==> config.mk <==
export PLATFORM = sky130hd
export DESIGN_NAME = alu_arbiter
export DESIGN_NICKNAME = d
export VERILOG_FILES = /design/src/rtl/alu_arb_pkg.sv /design/src/rtl/alu_arb_pick.sv /design/src/rtl/alu_arbiter.sv
export SDC_FILE = /design/constraint.sdc
export NUM_CORES = 1
export LEC_CHECK = 0
export ABC_AREA = 1
export BUFFER_PORTS_ARGS = -buffer_cell sky130_fd_sc_hd__clkbuf_2
export CORE_MARGIN = 5
export CORE_UTILIZATION = 39
export DETAILED_ROUTE_END_ITERATION = 8
export GPL_TIMING_DRIVEN = 0
export PLACE_DENSITY = 0.9
export SKIP_CTS_REPAIR_TIMING = 1
export SYNTH_ARGS = -nofsm -noshare
export SYNTH_HDL_FRONTEND = slang
export SYNTH_SLANG_ARGS = --single-unit
==> constraint.sdc <==
create_clock -name clk -period 1.05 [get_ports clk]
set_input_delay 0 -clock clk [delete_from_list [all_inputs] [get_ports clk]]
set_output_delay 0 -clock clk [all_outputs]
set_load 0.01 [all_outputs]
==> src/rtl/alu_arb_pkg.sv <==
// alu_arb_pkg: shared types and opcodes for the two-requester ALU arbiter.
// The opcode encodings are shared with the ALU users.
package alu_arb_pkg;

   typedef enum logic [1:0] {
      IDLE = 2'd0,
      EXEC = 2'd1,
      RESP = 2'd2
   } state_t;

   localparam logic [2:0] OP_OR   = 3'b000;
   localparam logic [2:0] OP_AND  = 3'b001;
   localparam logic [2:0] OP_ADD  = 3'b010;
   localparam logic [2:0] OP_XOR  = 3'b011;
   localparam logic [2:0] OP_NOTA = 3'b100;
   localparam logic [2:0] OP_SHL1 = 3'b101;
   localparam logic [2:0] OP_SHR1 = 3'b110;
   localparam logic [2:0] OP_ZERO = 3'b111;

endpackage

==> src/rtl/alu_arb_pick.sv <==
// alu_arb_pick: combinational grant selection between two requesters.
// With ALU_ARB_RR_EN defined a conflict goes to the requester not served last;
// otherwise requester 0 always wins a conflict and no history is needed.
module alu_arb_pick (
   input  logic i_valid0,
   input  logic i_valid1,
`ifdef ALU_ARB_RR_EN
   input  logic i_last,
`endif
   output logic o_grant,
   output logic o_any
);

   // Grant index and any-valid from the current request valids
   always_comb begin
      o_any = i_valid0 | i_valid1;
`ifdef ALU_ARB_RR_EN
      if (i_valid0 && i_valid1) begin
         o_grant = ~i_last;
      end else begin
         o_grant = i_valid1;
      end
`else
      o_grant = ~i_valid0 & i_valid1;
`endif
   end

endmodule

==> src/rtl/alu_arbiter.sv <==
// alu_arbiter: shares one external combinational ALU between two requesters.
// One operation in flight: accept (IDLE) -> drive ALU (EXEC) -> hold result (RESP).
// Optional macro ALU_ARB_RR_EN selects round-robin conflict resolution;
// without it requester 0 has fixed priority.
module alu_arbiter
   import alu_arb_pkg::*;
#(
   parameter int WIDTH = 32
) (
   input  logic             clk,
   input  logic             rst_n,
   input  logic             req0_valid,
   output logic             req0_ready,
   input  logic [2:0]       req0_sel,
   input  logic [WIDTH-1:0] req0_a,
   input  logic [WIDTH-1:0] req0_b,
   input  logic             req1_valid,
   output logic             req1_ready,
   input  logic [2:0]       req1_sel,
   input  logic [WIDTH-1:0] req1_a,
   input  logic [WIDTH-1:0] req1_b,
   output logic             rsp0_valid,
   input  logic             rsp0_ready,
   output logic [WIDTH-1:0] rsp0_y,
   output logic             rsp0_zero,
   output logic             rsp1_valid,
   input  logic             rsp1_ready,
   output logic [WIDTH-1:0] rsp1_y,
   output logic             rsp1_zero,
   output logic [2:0]       alu_select,
   output logic [WIDTH-1:0] alu_a,
   output logic [WIDTH-1:0] alu_b,
   input  logic [WIDTH-1:0] alu_y,
   input  logic             alu_zero
);

   state_t           r_state;
   logic             r_owner;
   logic [2:0]       r_sel;
   logic [WIDTH-1:0] r_a;
   logic [WIDTH-1:0] r_b;
   logic [WIDTH-1:0] r_y;
   logic             r_zero;
   logic             r_rsp0_valid;
   logic             r_rsp1_valid;

   logic             w_grant;
   logic             w_any;
   logic             w_accept;
   logic             w_rsp_ready;

`ifdef ALU_ARB_RR_EN
   logic             r_last;
`endif

   alu_arb_pick u_pick (
      .i_valid0 (req0_valid),
      .i_valid1 (req1_valid),
`ifdef ALU_ARB_RR_EN
      .i_last   (r_last),
`endif
      .o_grant  (w_grant),
      .o_any    (w_any)
   );

   // Any valid request in IDLE is accepted from the granted requester
   assign w_accept    = (r_state == IDLE) && w_any;
   assign req0_ready  = w_accept && !w_grant;
   assign req1_ready  = w_accept && w_grant;
   assign w_rsp_ready = r_owner ? rsp1_ready : rsp0_ready;

   // Control FSM with operand latch, result capture and registered response valids
   always_ff @(posedge clk) begin
      if (!rst_n) begin
         r_state      <= IDLE;
         r_owner      <= 1'b0;
         r_sel        <= OP_OR;
         r_a          <= '0;
         r_b          <= '0;
         r_y          <= '0;
         r_zero       <= 1'b0;
         r_rsp0_valid <= 1'b0;
         r_rsp1_valid <= 1'b0;
      end else begin
         case (r_state)
            IDLE: begin
               if (w_accept) begin
                  r_owner <= w_grant;
                  r_sel   <= w_grant ? req1_sel : req0_sel;
                  r_a     <= w_grant ? req1_a   : req0_a;
                  r_b     <= w_grant ? req1_b   : req0_b;
                  r_state <= EXEC;
               end
            end
            EXEC: begin
               r_y          <= alu_y;
               r_zero       <= alu_zero;
               r_rsp0_valid <= !r_owner;
               r_rsp1_valid <= r_owner;
               r_state      <= RESP;
            end
            RESP: begin
               if (w_rsp_ready) begin
                  r_rsp0_valid <= 1'b0;
                  r_rsp1_valid <= 1'b0;
                  r_state      <= IDLE;
               end
            end
            default: begin
               r_rsp0_valid <= 1'b0;
               r_rsp1_valid <= 1'b0;
               r_state      <= IDLE;
            end
         endcase
      end
   end

`ifdef ALU_ARB_RR_EN
   // Remember the last accepted requester; reset to 1 so requester 0 wins first
   always_ff @(posedge clk) begin
      if (!rst_n) begin
         r_last <= 1'b1;
      end else if (w_accept) begin
         r_last <= w_grant;
      end
   end
`endif

   // ALU is driven straight from the operand registers; both response ports share results
   assign alu_select = r_sel;
   assign alu_a      = r_a;
   assign alu_b      = r_b;
   assign rsp0_valid = r_rsp0_valid;
   assign rsp1_valid = r_rsp1_valid;
   assign rsp0_y     = r_y;
   assign rsp1_y     = r_y;
   assign rsp0_zero  = r_zero;
   assign rsp1_zero  = r_zero;

endmodule
Yosys cells after proc, flatten, opt, wreduce, memory -nomap -nowiden
Index checks and enable logic that the tools add are counted.

Logic and storage cells: 36. Bits of input ports: 173. Register bits: 105.

Reductions and logical operators: 9. Equality and inequality tests: 4. Muxes and demuxes: 10. Bitwise operators: 4.

Operator list (number): $mux 32 (2); $pmux 1 s3 (2); $pmux 2 s3 (1); $reduce_and 2->1 (3); $mux 2 (2); $ne 2x2->1 const B (2); $logic_and 1x1->1 (3); $mux 3 (1); $eq 2x1->1 const B (1); $eq 2x2->1 const B (1); $logic_not 1->1 (2); $logic_not 2->1 (1); $mux 1 (2); $not 1->1 (2); $and 1x1->1 (1); $or 1x1->1 (1).

Logic depth before layout (Yosys ltp)
Gate-level depths: netlist (run 1).

Word-level depth: 4. Mapped depth: 8. Gate-level depth less buffers: 6.

Cells and area by module
A second synthesis (run 1) with hierarchy kept.

Cell total of the unflattened synthesis: 714. Area, all modules: 4730.8 µm².

By module, submodules not included: alu_arbiter (cells an instance 710, area each 4715.8 µm², seq. area each 2102.0 µm², instances 1); alu_arb_pick (cells an instance 4, area each 15.0 µm², seq. area each 0.0 µm², instances 1).

Least setup slack after synthesis (run 1)
OpenSTA, ideal clock, no wires.

Kind: flip-flop to flip-flop. Start: register r_state[1]. End: register r_a[0], in the netlist alu_a[0]. Period minus slack after synthesis: 1.132 ns. Cell stages (with the launch flop): 8. Arrival: 1.061 ns. Path buffers: 2. Library setup time: 0.070 ns. Path slack: -0.082 ns. Cell sequence: dfxtp_1 > nor2_2 > o21ai_4 > inv_2 > buf_4 > buf_4 > nand2_1 > a21oi_1.

Longest elaborated chain between the ends: 3.

RTL lines: start, declared (RTL line alu_arbiter.sv:37) `state_t r_state;`; start signal, assigned (RTL line alu_arbiter.sv:75) `r_state <= IDLE;`; start signal, assigned (RTL line alu_arbiter.sv:92) `r_state <= EXEC;`; start signal, assigned (RTL line alu_arbiter.sv:100) `r_state <= RESP;`; $logic_not 2->1 (*) (RTL line alu_arbiter.sv:67, alu_arbiter.sv:85); $logic_and 1x1->1 (RTL line alu_arbiter.sv:67) `assign w_accept = (r_state == IDLE) && w_any;`; $reduce_and 2->1 (no source line) (*); end signal, assigned (RTL line alu_arbiter.sv:90) `r_a <= w_grant ? req1_a : req0_a;`; end, declared (RTL line alu_arbiter.sv:40) `logic [WIDTH-1:0] r_a;`.

Every way passes the cells marked *; elsewhere a longest branch is shown, timed or not. A chain may end at the register's enable or synchronous reset.

Final worst setup path (run 1)
Start: register r_state[0]. End: register r_b[17], in the netlist alu_b[17].

Longest elaborated chain between the ends: 3.

RTL lines: $logic_not 2->1 (*) (RTL line alu_arbiter.sv:67, alu_arbiter.sv:85); $logic_and 1x1->1 (RTL line alu_arbiter.sv:67); $reduce_and 2->1 (no source line) (*); end signal, assigned (RTL line alu_arbiter.sv:91) `r_b <= w_grant ? req1_b : req0_b;`; end, declared (RTL line alu_arbiter.sv:41) `logic [WIDTH-1:0] r_b;`.

Marked as above.

==> summary.md, run 1 <==
| Metric | Value |
|---|---|
| Endpoint of the worst setup timing path | alu_b[17] |
| First-pass GRT wire length | 26600 um |
| Maximum number of pins on one net before global-route repair | 18 |
| Die outline area | 14700 sq um |
| Yosys cell types | 16 |
| Post-synthesis instance area | 4840 sq um |
| Effective utilization at floorplan | 40.0% |
| Htree depth | 3 |
| Achievable clock frequency | 0.775 GHz |
| Total inserted antenna cells | 0 |
| Ys Warns | 0 |
| Placeable Area | 12100 sq um |
| Arrival time reported for the critical path endpoint | 1.54 ns |
| Final estimated routing congestion in global placement | 0.866 |
| Cell with the most instances after synthesis | nand2_1 |
| R2R Setup Slk | -0.24 ns |
| Final period utilization | 123% |
| Cell taking the most area after synthesis | dfxtp_1 |
| Beginning of the worst register-to-register path | r_state[0] |
| Count of unresolved DRC violations after routing | 0 |
| Via count of the first global-routing pass | 5405 |
| Critical path peak fanout | 7 |
| Clock buffer count from CTS | 9 |
| Type of destination of the critical path | flip-flop |
| Master cell of the clock root buffer | clkbuf_16 |
| Aggregate routed wire length | 20100 um |
| Post-layout total power | 0.0111 W |
| Max Transition Viols Final | 0 |
| Final non-filler cell area | 7620 sq um |
| Width of the die | 121 um |
| Iteration count of the initial detailed-routing pass | 6 |
| EDFF count, synth | 0 |
| Launching element type of the critical path | flip-flop |
| Met2 usage | 41.3% |
| RSZ-0062 raised after global routing | true |
| IO Port Bufs | 308 |
| FF-to-FF End | alu_b[17] |
| Ratio of cells with drive above 1 in the final layout | 41.0% |
| Met3 usage in global routing | 6.25% |
| Post-detailed-placement half-perimeter wirelength | 14500 um |
| Nets | 1257 |
| Clock latency reported for the late side of the worst-skew pair | 0.33 ns |
| Synth top area cells | dfxtp_1 43%, nand2_1 21%, a21oi_1 7.3% |
| Summed negative setup slack over all endpoints | -12.85 ns |
| Fraction of the yosys area taken by sequential cells | 43.4% |
| Type of the setup path with the least slack | flip-flop to flip-flop |
| Post-synthesis instance total | 720 |
| Average wire length per cell after detail routing | 16.0 um |
| Number of hold-slack violations in the final timing report | 18 |
| CTS clk-pin slew, worst paths | 0.07 ns |
| Relative slew slack | 49.1% |
| GRT Util Overall | 22.6% |
| Most instantiated cells after synthesis | 277 x nand2_1, 105 x dfxtp_1, 71 x a21oi_1, 69 x nand3_1, 69 x nor2_1 |
| VDD IR max | 1.10 mV |
| Worst clock skew | 0.00825 ns |
| Antenna-violating nets left | 0 |
| Post-place instance area | 6620 sq um |
| Share of flip-flops with an asynchronous set or reset | 0% |
| Final global-route overflow total | 0 |
| Synth-to-Final Area Change | 57.5% |
| Avg Vias per Cell | 4.96 |
| Total via count in the routed design | 6229 |
| Layer carrying the most global-route usage | met2 |
| Iter 0 DRT Violations | 600 |
| GR Util met1 | 24.8% |
| Worst slack on hold paths | -0.0364 ns |
| Final min period | 1.29 ns |
| # Max-Cap Violations | 0 |
| Type of the tightest min-delay check | input port to flip-flop |
| Required time worst endpoint | 1.30 ns |
| Depth of the most critical reg-to-reg path | 7 |
| Antenna violations before repair | 0 |
| Leakage power total | 4.03 nW |
| Clock Tree Buf Depth | 2 |
| CTS tree | done |
| Post-synthesis net count | 893 |
| Crit path from | r_state[0] |
| Number of top-level pins | 310 |
| Failing checks | negative hold slack, negative setup slack |
| Synth Flop Type | dfxtp_1 |
| Share of Yosys cell area claimed by the top area cell type | 43.4% |
| Post-route worst setup slack | -0.240 ns |
| Die height | 121 um |
| Run status | complete, but fails checks |
| Avg Synthesized Cell Area | 6.72 sq um |
| Final setup violation count | 100 |
| Sink count of the clock tree | 105 |
| Tightest Pin Transition | 0.763 ns |
| Flip-flop and latch count after synthesis | 105 |
| Power density over the cells | 1460 nW/um^2 |
| Row cnt | 40 |
==> kinds of logic (layout without fill, tap and decap cells) <==
kind of cell           Yosys count  count (layout)  share of synthesized area (%)
AOI/OAI and AO/OA              105             105                           11.1
DFF                            105             105                           43.4
and+or+nand+nor                417             417                           34.2
buffers and inverters           93             462                           11.2
==> layer usage <==
metal / up-vias / part of all wire (%)
met2: 347 / 50
met3: 62 / 9.9
li1: 2990 / -
met4: 0 / 3.3
met5: - / 0
met1: 2830 / 37
==> per-stage QoR <==
| step | setup slack [ns] | instances | util [%] |
|---|---|---|---|
| 3_3_place_gp | -0.273 | 1196 | 54.6 |
| 4_1_cts | -0.255 | 1212 | 57.0 |
| 2_1_floorplan | -0.0150 | 720 | - |
| 5_1_grt | -0.299 | 1257 | 62.9 |
| 3_5_place_dp | -0.302 | 1196 | 54.6 |
| 6_report | -0.240 | 1257 | 62.9 |
==> how the worst min path moves through the flow <==
stage | slack (ns) | to | cells past startpoint | start
6_report | -0.04 | rsp0_y[14] | 3 | alu_y[14]
5_1_grt | 0.001 | alu_b[18] | 5 | req0_b[18]
3_3_place_gp | 0.25 | rsp0_y[20] | 3 | alu_y[20]
4_1_cts | -0.1 | rsp0_y[20] | 3 | alu_y[20]
3_5_place_dp | 0.26 | rsp0_y[20] | 3 | alu_y[20]
2_1_floorplan | 0.14 | rsp0_y[0] | 2 | rst_n
==> report_power, final <==
part / total, W / switching, W / internal, W
combinational: 0.00330 / 0.00179 / 0.00151
sequential: 0.00462 / 0.000262 / 0.00436
clock: 0.00318 / 0.00150 / 0.00168
==> layout make-up <==
class	count	area, sq um
clock inverters	6	42.5
clock buffers	10	239
well taps	168	210
inverters	8	35.0
multi-input cells	522	2350
flip-flops and latches	105	2110
plain buffers	84	577
fillers	1024	4490
repair buffers	354	2050
==> cells in the final DEF (no fill, tap or decap), drive strengths merged <==
master / synthesis / routed
clkbuf: 22 / 344
nand2: 278 / 278
dfxtp: 105 / 105
a21oi: 71 / 71
nor2: 70 / 70
nand3: 69 / 69
buf: 63 / 69
dlygate4sd3: 0 / 35
o21ai: 34 / 34
inv: 7 / 9
clkinv: 1 / 3
clkinvlp: 0 / 2
==> state kept, by name, summed over array words and instances, names as in the netlist <==
signal and flops:
rsp1_valid 1, alu_b 32, alu_a 32, r_owner 1, rsp0_zero 1, rsp0_valid 1, alu_select 3, r_state 2
rsp0_y 32
==> worst max-delay path: stages, from the launching register on <==
cell	delay, ns
dfxtp_4	0.36
nor2_4	0.12
o21ai_4	0.13
inv_4	0.12
buf_12	0.15
clkbuf_16	0.15
nand2_1	0.06
a21oi_1	0.13
Power figures use the tool's default switching activity.
==> run 2: changes to the inputs <==
- GPL_TIMING_DRIVEN: 0 -> default
==> run 2 against run 1 <==
The flow still finishes with violations (negative hold slack, negative setup slack). Power is 1.2% lower. Register-to-register slack better by 0.11 ns. First-iteration DRC count is 53% lower. Die area stayed put. Global-route usage is 2.8 points lower. Routed wire length is 8.9% lower. Clock-buffer cell count stayed put. Cell count is 4.6% lower. Final area is 1.1% lower. Clock power hardly changed. Sequential power hardly changed. Core utilization is 0.69 points lower. Critical path type is now flip-flop to primary output. Highest routed layer unchanged.
==> summary.md, run 2 (synthesized netlist as in run 1, its figures left out) <==
| Metric | Value |
|---|---|
| GRT Util Overall | 19.7% (was 22.6%) |
| Clock Tree Buf Depth | 2 (unchanged) |
| Iteration count of the initial detailed-routing pass | 7 (was 6) |
| Tightest Pin Transition | 0.337 ns (was 0.763 ns) |
| CTS tree | done (unchanged) |
| Type of the setup path with the least slack | flip-flop to primary output (was flip-flop to flip-flop) |
| Leakage power total | 3.89 nW (was 4.03 nW) |
| Maximum number of pins on one net before global-route repair | 68 (was 18) |
| Run status | complete, but fails checks (unchanged) |
| Post-detailed-placement half-perimeter wirelength | 12400 um (was 14500 um) |
| IO Port Bufs | 309 (was 308) |
| Pre-CTS setup slack | -0.206 ns (was -0.302 ns) |
| Post-route worst setup slack | -0.138 ns (was -0.240 ns) |
| Sink count of the clock tree | 105 (unchanged) |
| CTS clk-pin slew, worst paths | 0.07 ns (about the same) |
| Final period utilization | 113% (was 123%) |
| Number of fill cells in the layout | 1049 (was 1024) |
| Avg Vias per Cell | 4.85 (was 4.96) |
| Htree depth | 3 (unchanged) |
| Max Transition Viols Final | 0 (unchanged) |
| RSZ-0062 raised after global routing | true (unchanged) |
| Die outline area | 14700 sq um (unchanged) |
| Relative slew slack | 77.5% (was 49.1%) |
| Final global-route overflow total | 0 (unchanged) |
| Final setup violation count | 81 (was 100) |
| Cells along the critical path | nor2_4 -> buf_6 -> inv_4 -> nor2_4 -> buf_6 (was nor2_4 -> o21ai_4 -> inv_4 -> buf_12 -> clkbuf_16 -> nand2_1 -> a21oi_1) |
| Worst slack on hold paths | -0.0207 ns (was -0.0364 ns) |
| Nets | 1198 (was 1257) |
| Iter 0 DRT Violations | 281 (was 600) |
| Critical path peak fanout | 2 (was 7) |
| Worst clock skew | 0.00437 ns (was 0.00825 ns) |
| VDD IR max | 0.909 mV (was 1.10 mV) |
| Die height | 121 um (unchanged) |
| Ratio of cells with drive above 1 in the final layout | 41.2% (was 41.0%) |
| First-pass GRT wire length | 23500 um (was 26600 um) |
| Clock buffer count from CTS | 9 (unchanged) |
| Final estimated routing congestion in global placement | 0.808 (was 0.866) |
| Placeable Area | 12100 sq um (unchanged) |
| Average wire length per cell after detail routing | 15.2 um (was 16.0 um) |
| Slowest-stage cell, CP | dfxtp_2 (was dfxtp_4) |
| Master cell of the clock root buffer | clkbuf_16 (unchanged) |
| Row cnt | 40 (unchanged) |
| Aggregate routed wire length | 18300 um (was 20100 um) |
| Total via count in the routed design | 5813 (was 6229) |
| Antenna-violating nets left | 0 (unchanged) |
| Type of destination of the critical path | primary output (was flip-flop) |
| Failing checks | negative hold slack, negative setup slack (unchanged) |
| Effective utilization at floorplan | 40.0% (unchanged) |
| Routed length on met2 | 9580 um (was 10000 um) |
| Final min period | 1.19 ns (was 1.29 ns) |
| Width of the die | 121 um (unchanged) |
| Synth-to-Final Area Change | 55.7% (was 57.5%) |
| Top library cells by usage in the layout, fill and taps aside | 307 x clkbuf_2, 259 x nand2_1, 103 x dfxtp_1 (was 307 x clkbuf_2, 263 x nand2_1, 102 x dfxtp_1) |
| Number of top-level pins | 310 (unchanged) |
| Most common cell after layout, fill and taps aside | clkbuf_2 (unchanged) |
| Required time worst endpoint | 1.05 ns (was 1.30 ns) |
| Largest stage delay on the critical path | 0.34 ns (was 0.36 ns) |
| Antenna violations before repair | 0 (unchanged) |
| Power density over the cells | 1460 nW/um^2 (about the same) |
| Number of hold-slack violations in the final timing report | 23 (was 18) |
| R2R Setup Slk | -0.13 ns (was -0.24 ns) |
| Via count of the first global-routing pass | 4877 (was 5405) |
| Routed met1 length | 6730 um (was 7360 um) |
| Buf/Inv on CP | 3 (unchanged) |
| Arrival time reported for the critical path endpoint | 1.19 ns (was 1.54 ns) |
| Clock latency reported for the late side of the worst-skew pair | 0.34 ns (was 0.33 ns) |
| Launching element type of the critical path | flip-flop (unchanged) |
| Count of unresolved DRC violations after routing | 0 (unchanged) |
| Highest Signal Layer | met4 (unchanged) |
| Cell family contributing the most delay on the critical path | flip-flops (was buffers and inverters) |
| Type of the tightest min-delay check | input port to flip-flop (unchanged) |
| Summed negative setup slack over all endpoints | -6.39 ns (was -12.85 ns) |
| Wire length on met3 | 1550 um (was 1980 um) |
| Achievable clock frequency | 0.842 GHz (was 0.775 GHz) |
| # Max-Cap Violations | 0 (unchanged) |
[run 2: cell types whose count changed in the layout (fill, tap and decap cells not counted), sizes merged]
cell / previous run / this run
clkbuf: 344 / 321
diode: 0 / 1
clkinvlp: 2 / 1
clkinv: 3 / 5
inv: 9 / 8
dlygate4sd3: 35 / 45
buf: 69 / 23
[run 2: cell type report]
| class | count | area, sq um | share of cell area [%] |
|---|---|---|---|
| sequential | 105 | 2100 | 27.9 |
| tap | 168 | 210 | 2.79 |
| multi-input combinational | 522 | 2480 | 32.9 |
| clock buffer | 10 | 239 | 3.17 |
| antenna | 1 | 2.50 | 0.0332 |
| inverter | 8 | 42.5 | 0.564 |
| timing repair buffer | 379 | 2410 | 32.0 |
| clock inverter | 6 | 51.3 | 0.681 |
[run 2: layer usage]
metal  global-route usage [%]  up-vias
li1                         -     2869
met1                     22.3     2630
met5                        0        -
met2                     36.5      290
met3                     5.73       24
met4                     4.27        0
[run 2: worst register-to-register path, delay by kind of cell (launching register included)]
family / cells / cell delay (ns)
flip-flops: 1 / 0.34
AND/OR/NAND/NOR: 2 / 0.21
buffers and inverters: 2 / 0.34
AO/OA/AOI/OAI: 2 / 0.23
[run 2: per-stage QoR]
step / utilization [%] / instance area, sq um / power (W) / cells
4_1_cts: 54.7 / 6630 / 0.0104 / 1147
3_5_place_dp: 52.3 / 6330 / 0.00724 / 1131
5_1_grt: 62.2 / 7530 / 0.0115 / 1198
3_3_place_gp: 52.3 / 6330 / 0.00718 / 1131
2_1_floorplan: - / 4860 / 0.00622 / 720
6_report: 62.2 / 7540 / 0.0110 / 1199
[run 2: report_power, final]
group	internal [W]	switching [W]	total, W
clock	0.00170	0.00151	0.00320
sequential	0.00436	0.000261	0.00462
combinational	0.00140	0.00176	0.00315
[run 2: path summary, 6_finish.rpt]
kind	cells past startpoint	end	from
max	5	req0_ready	r_state[1]
min	5	alu_a[3]	req0_a[3]
max reg2reg	6	alu_b[16]	r_state[1]
min reg2reg	2	alu_select[0]	alu_select[0]
